`src/rtl/messbauer_diff_discriminator_receiver.sv`:
```
// Differential-discriminator receiver: classifies lower/upper threshold pulse pairs into
// per-channel accepted/rejected counts and emits one snapshot per channel boundary.
module messbauer_diff_discriminator_receiver #(
   parameter int unsigned COUNT_WIDTH        = 16,
   parameter int unsigned CHANNEL_WIDTH      = 12,
   parameter int unsigned SYNC_STAGES        = 2,
   parameter int unsigned MIN_LOWER_DURATION = 2,
   parameter int unsigned MAX_LOWER_DURATION = 255
) (
   input  logic                     aclk,
   input  logic                     areset_n,
   input  logic                     lower_threshold,
   input  logic                     upper_threshold,
   input  logic                     channel,
   output logic [COUNT_WIDTH-1:0]   accepted_count,
   output logic [COUNT_WIDTH-1:0]   rejected_count,
   output logic                     count_valid,
   output logic [CHANNEL_WIDTH-1:0] channel_number,
   output logic                     protocol_error
);

   localparam int unsigned WW = $clog2(MAX_LOWER_DURATION + 1);
   localparam logic [WW-1:0] MIN_W = WW'(MIN_LOWER_DURATION);
   localparam logic [WW-1:0] MAX_W = WW'(MAX_LOWER_DURATION);

   localparam logic [1:0] ST_IDLE         = 2'd0;
   localparam logic [1:0] ST_LOWER_ACTIVE = 2'd1;
   localparam logic [1:0] ST_UPPER_SEEN   = 2'd2;
   localparam logic [1:0] ST_STUCK        = 2'd3;

   logic [SYNC_STAGES-1:0]   lo_sync, up_sync, ch_sync;
   logic                     lo_s, up_s, ch_s, lo_prev, ch_prev;
   logic                     ch_rise;
   logic [1:0]               state, state_nxt;
   logic [WW-1:0]            width_cnt, width_nxt;
   logic                     acc_inc, rej_inc, err_set;
   logic [COUNT_WIDTH-1:0]   acc_live, rej_live, acc_next, rej_next;
   logic                     err_live, err_next;
   logic [CHANNEL_WIDTH-1:0] chan_idx;

   assign ch_rise = ch_s & ~ch_prev;

   always_comb begin
      state_nxt = state;
      width_nxt = width_cnt;
      acc_inc   = 1'b0;
      rej_inc   = 1'b0;
      err_set   = 1'b0;
      case (state)
         ST_IDLE: begin
            if (lo_s && !lo_prev) begin
               state_nxt = ST_LOWER_ACTIVE;
               width_nxt = WW'(1);
            end else if (up_s && !lo_s) begin
               err_set = 1'b1;
            end
         end
         ST_LOWER_ACTIVE, ST_UPPER_SEEN: begin
            if (width_cnt == MAX_W) begin
               err_set   = 1'b1;
               state_nxt = ST_STUCK;
            end else if (!lo_s) begin
               // upper arriving together with the lower fall still marks the pulse as rejected
               if (width_cnt >= MIN_W) begin
                  if (state == ST_UPPER_SEEN || up_s) rej_inc = 1'b1;
                  else                                acc_inc = 1'b1;
               end else begin
                  err_set = 1'b1;
               end
               state_nxt = ST_IDLE;
            end else begin
               if (width_cnt != '1) width_nxt = width_cnt + 1'b1;
               if (up_s) state_nxt = ST_UPPER_SEEN;
            end
         end
         ST_STUCK: begin
            if (!lo_s) state_nxt = ST_IDLE;
         end
         default: state_nxt = ST_IDLE;
      endcase
   end

   always_comb begin
      acc_next = (acc_inc && acc_live != '1) ? acc_live + 1'b1 : acc_live;
      rej_next = (rej_inc && rej_live != '1) ? rej_live + 1'b1 : rej_live;
      err_next = err_live | err_set;
   end

   always_ff @(posedge aclk) begin
      if (!areset_n) begin
         lo_sync        <= '0;
         up_sync        <= '0;
         ch_sync        <= '0;
         lo_s           <= 1'b0;
         up_s           <= 1'b0;
         ch_s           <= 1'b0;
         lo_prev        <= 1'b0;
         ch_prev        <= 1'b0;
         state          <= ST_IDLE;
         width_cnt      <= '0;
         acc_live       <= '0;
         rej_live       <= '0;
         err_live       <= 1'b0;
         chan_idx       <= '0;
         accepted_count <= '0;
         rejected_count <= '0;
         count_valid    <= 1'b0;
         channel_number <= '0;
         protocol_error <= 1'b0;
      end else begin
         lo_sync   <= {lo_sync[SYNC_STAGES-2:0], lower_threshold};
         up_sync   <= {up_sync[SYNC_STAGES-2:0], upper_threshold};
         ch_sync   <= {ch_sync[SYNC_STAGES-2:0], channel};
         lo_s      <= lo_sync[SYNC_STAGES-1];
         up_s      <= up_sync[SYNC_STAGES-1];
         ch_s      <= ch_sync[SYNC_STAGES-1];
         lo_prev   <= lo_s;
         ch_prev   <= ch_s;
         state     <= state_nxt;
         width_cnt <= width_nxt;
         count_valid <= ch_rise;
         // the snapshot takes the next-state counters so a pulse closing on the boundary cycle lands in it
         if (ch_rise) begin
            accepted_count <= acc_next;
            rejected_count <= rej_next;
            protocol_error <= err_next;
            channel_number <= chan_idx;
            chan_idx       <= chan_idx + 1'b1;
            acc_live       <= '0;
            rej_live       <= '0;
            err_live       <= 1'b0;
         end else begin
            acc_live <= acc_next;
            rej_live <= rej_next;
            err_live <= err_next;
         end
      end
   end

endmodule

```
`config.mk`:
```
export PLATFORM = sky130hd
export DESIGN_NAME = messbauer_diff_discriminator_receiver
export DESIGN_NICKNAME = d
export VERILOG_FILES = /design/src/rtl/messbauer_diff_discriminator_receiver.sv
export SDC_FILE = /design/constraint.sdc
export NUM_CORES = 1
export LEC_CHECK = 0
export CORE_ASPECT_RATIO = 1.5
export CORE_MARGIN = 5
export CORE_UTILIZATION = 45
export CTS_CLUSTER_DIAMETER = 50
export DETAILED_ROUTE_END_ITERATION = 7
export PLACE_DENSITY = 0.75
export SETUP_SLACK_MARGIN = 0.1
export SLEW_MARGIN = 5
export SYNTH_ARGS = -nofsm -noshare
export SYNTH_HDL_FRONTEND = slang
export SYNTH_SLANG_ARGS = --single-unit
```
`constraint.sdc`:
```
create_clock -name aclk -period 4.49 [get_ports aclk]
set_clock_uncertainty 0.2 [all_clocks]
set_input_delay 0.6735 -clock aclk [delete_from_list [all_inputs] [get_ports aclk]]
set_output_delay 0.6735 -clock aclk [all_outputs]
set_load 0.01 [all_outputs]
```
==> results.toml <==
[power]
internal_power_w = 0.00145
switching_power_w = 0.000434
p_sw_share_pct = 23.0
p_per_area_nw_per_um2 = 337
power_frac_seq_pct = 54.2
vdd_drop_max_v = 0.000207
pwr-share-comb_pct = 6.0
power.share.clock_pct = 39.9
power_leakage_nw = 1.94

[floorplanning]
dieHeight_microns = 135
core_area_sq_um = 10200
boundaryPins = 51
die_w_microns = 93.4
die_area_sq_um = 12600
rows = 45
start_util_pct = 46.1

[logic_synthesis]
yosys.area_share.simple_pct = 24.5
synth_mux_area_share_pct = 1.49
synth_top_family_by_area = "simple AND/OR/NAND/NOR gates"
synth_edf_count = 0
yosysWarnings = 0
synth_seq_area_share_pct = 47.8
syn_area_sq_um = 4690
ys_seq_elements = 112
synth_cell_types = 48
syn_inst = 538
postSynthAreaPerCell_sq_um = 8.72
async_flop_share_pct = 0
synthXorXnorAreaFrac_pct = 5.79
synth-compound-area-share_pct = 14.9
syn_nets = 551
yosys_most_used_dff = "dfxtp_1"
synthAdderAreaFrac_pct = 2.13

[drt]
vias = 3992
met3_length_microns = 391
first_iter_violations = 185
routed_wl_microns = 10300
vias_per_cell = 5.52
drt_pre_antenna_iters = 4
met1_length_microns = 4230
routed.top_layer = "met4"
routedWlPerCell_microns = 14.2
drc_errors = 0
antenna_left = 0
route.met2.wl_microns = 5410

[global_routing]
grt_pass1_wl_microns = 17300
grt_max_degree = 42
first_global_vias = 3896
antenna_found_initial = 0
grt_usage_pct = 16.9
grt-ovfl-total = 0

[setup_path]
crit_path_max_fanout = 14
cp_top_family = "compound AO/OA/AOI/OAI gates"
start_kind = "register"
cpMaxStageDelayCell = "a21oi_1"
crit_arrival_ns = 3.10
path_cells = "inv_1, ha_1, o21ai_0, a21oi_1, nand3_1, or3_1, a31oi_1"
cp-end-kind = "register"
cp.depth = 7
slowest_delay_ns = 0.81
path_class = "reg2reg"
crit_buf_inv = 1
rr_worst_depth = 7
required_ns = 4.56

[min_path]
worst_hold_path.num_cells = 1
hp-class = "reg2reg"

[clock_network]
root_buffer = "clkbuf_16"
cts_sinks = 112
cts_hold_buf = 0
cts_htree_levels = 3
path_clk_slew_ns = 0.07
clkLatencyLatePin_ns = 0.35
tritoncts = "done"
cts_resized = 0
cts_setup_buffers = 0
clk_path_buf_depth = 2
numCtsBuffers = 9

[cells_and_area]
final_nets = 590
postLayoutCoreUtil_pct = 54.8
diodes = 0
final_cells = 723
final-seq-area_sq_um = 2240
stdcell_area_sq_um = 5580
drive_above_1_share_pct = 5.67
syn_to_final_growth_pct = 18.9
fillers = 927
multi_input_area_sq_um = 2300

[outcome]
outcome = "complete, no violations"

[place]
placedInstanceArea_sq_um = 5310
place_inst = 707
io_buffers = 50
gp_congestion = 0.859
dp_hpwl_microns = 7150

[sta]
fin_crit_ns = 3.03
slew_viol_final = 0
worst_pin_slew_ns = 1.04
finalSetupTns_ns = 0
grt_setup_unrepaired = "no"
finalHoldViolCount = 0
slew_headroom_pct = 30.5
clock.fmax_ghz = 0.331
post-route-period-util_pct = 67.4
setup_viol = 0

[flow_run]
cap_violations = 0
## worst reg2reg max path: stages (launching register included)
cell and delay (ns):
dfxtp_1 0.36, inv_1 0.08, ha_1 0.39, o21ai_0 0.12
a21oi_1 0.81, nand3_1 0.36, or3_1 0.45, a31oi_1 0.19
## synthesized netlist by cell type (4+ instances only)
cell      number  share of area (%)
a21oi_1       42                4.5
o31ai_1        4               0.64
clkbuf_1      21                1.7
nor4_1         7               0.93
ha_1           8                2.1
a31oi_1        6               0.80
mux2i_1        7                1.5
nand4_1       27                3.6
xor2_1        22                4.1
nor3_1         9               0.96
inv_1         13                1.0
and3_1        11                1.5
nor2_1        55                4.4
or3_1         10                1.3
xnor2_1        9                1.7
a211oi_1       4               0.64
o21ai_0       37                3.9
dfxtp_1      112                 48
or4_1          6               0.96
nand2b_1       4               0.53
nand3_1       15                1.6
and2_1        12                1.6
buf_1          5               0.40
nand2_1       58                4.6
## cell families (layout without fill, tap and decap cells)
logic type      count (synthesis)  count (layout)
xor+xnor                       31              31
simple gates                  226             226
buf+inv                        40              84
mux                             7               7
fa+ha+maj                       8               8
flops                         112             112
compound gates                114             114
## metrics by stage
| step | power, W | hold WS (ns) | worst slack, ns |
|---|---|---|---|
| floorplan | 0.00111 | 0.212 | 2.09 |
| global placement | 0.00115 | 0.218 | 1.56 |
| detailed placement | 0.00115 | 0.223 | 1.49 |
| CTS | 0.00190 | 0.245 | 1.49 |
| global route | 0.00195 | 0.268 | 1.15 |
| finish | 0.00188 | 0.242 | 1.46 |
## area by class of cell
type / count / share of cell area (%)
repair buffers: 55 / 9.64
well taps: 141 / 3.16
multi-input cells: 386 / 41.2
clock buffers: 12 / 4.42
clock inverters: 4 / 0.516
flip-flops and latches: 112 / 40.2
inverters: 13 / 0.874
## state kept, by name (all words and copies together) (netlist names)
name / cells
rej_live: 16
up_s: 1
lo_s: 1
ch_prev: 1
err_live: 1
ch_s: 1
channel_number: 12
up_sync: 2
protocol_error: 1
ch_sync: 2
lo_sync: 2
lo_prev: 1
acc_live: 16
width_cnt: 8
count_valid: 1
accepted_count: 16
chan_idx: 12
state: 2
rejected_count: 16
## power by group through the flow
| stage | clock network, W | logic [W] | registers (W) |
|---|---|---|---|
| after detailed placement | 0 | 0.000111 | 0.00104 |
| after CTS | 0.000764 | 0.000113 | 0.00102 |
| after floorplan | 0 | 0.0000692 | 0.00104 |
| after global routing | 0.000802 | 0.000123 | 0.00102 |
| final | 0.000750 | 0.000112 | 0.00102 |
| after global placement | 0 | 0.000109 | 0.00104 |
## final timing paths
kind / slack (ns) / end / startpoint
worst max-delay path: 1.46 / rejected_count[7]$_SDFFE_PN0P_ / state[0]$_SDFFE_PN0P_
worst min register to register: 0.24 / up_sync[1]$_SDFF_PN0_ / up_sync[0]$_SDFF_PN0_
worst min-delay path: 0.24 / up_sync[1]$_SDFF_PN0_ / up_sync[0]$_SDFF_PN0_
worst max register to register: 1.46 / rejected_count[7]$_SDFFE_PN0P_ / state[0]$_SDFFE_PN0P_
## layer usage
metal	up-vias	global-route usage (%)
met5	-	0
met4	0	6.93
met3	19	4.35
met2	80	30.4
met1	1900	18.5
li1	1993	-
## cells in the final DEF, fill, tap and decap left out, types with 8 or more instances in the layout
master / instances
and3_1: 11
ha_1: 8
xnor2_1: 9
nor2_1: 55
nor3_1: 9
or3_1: 10
a21oi_1: 42
o21ai_0: 37
nand2_1: 58
nand3_1: 15
clkdlybuf4s50_1: 50
clkbuf_16: 9
inv_1: 13
and2_1: 12
nand4_1: 27
dfxtp_1: 112
xor2_1: 22
Power figures use the tool's default switching activity.
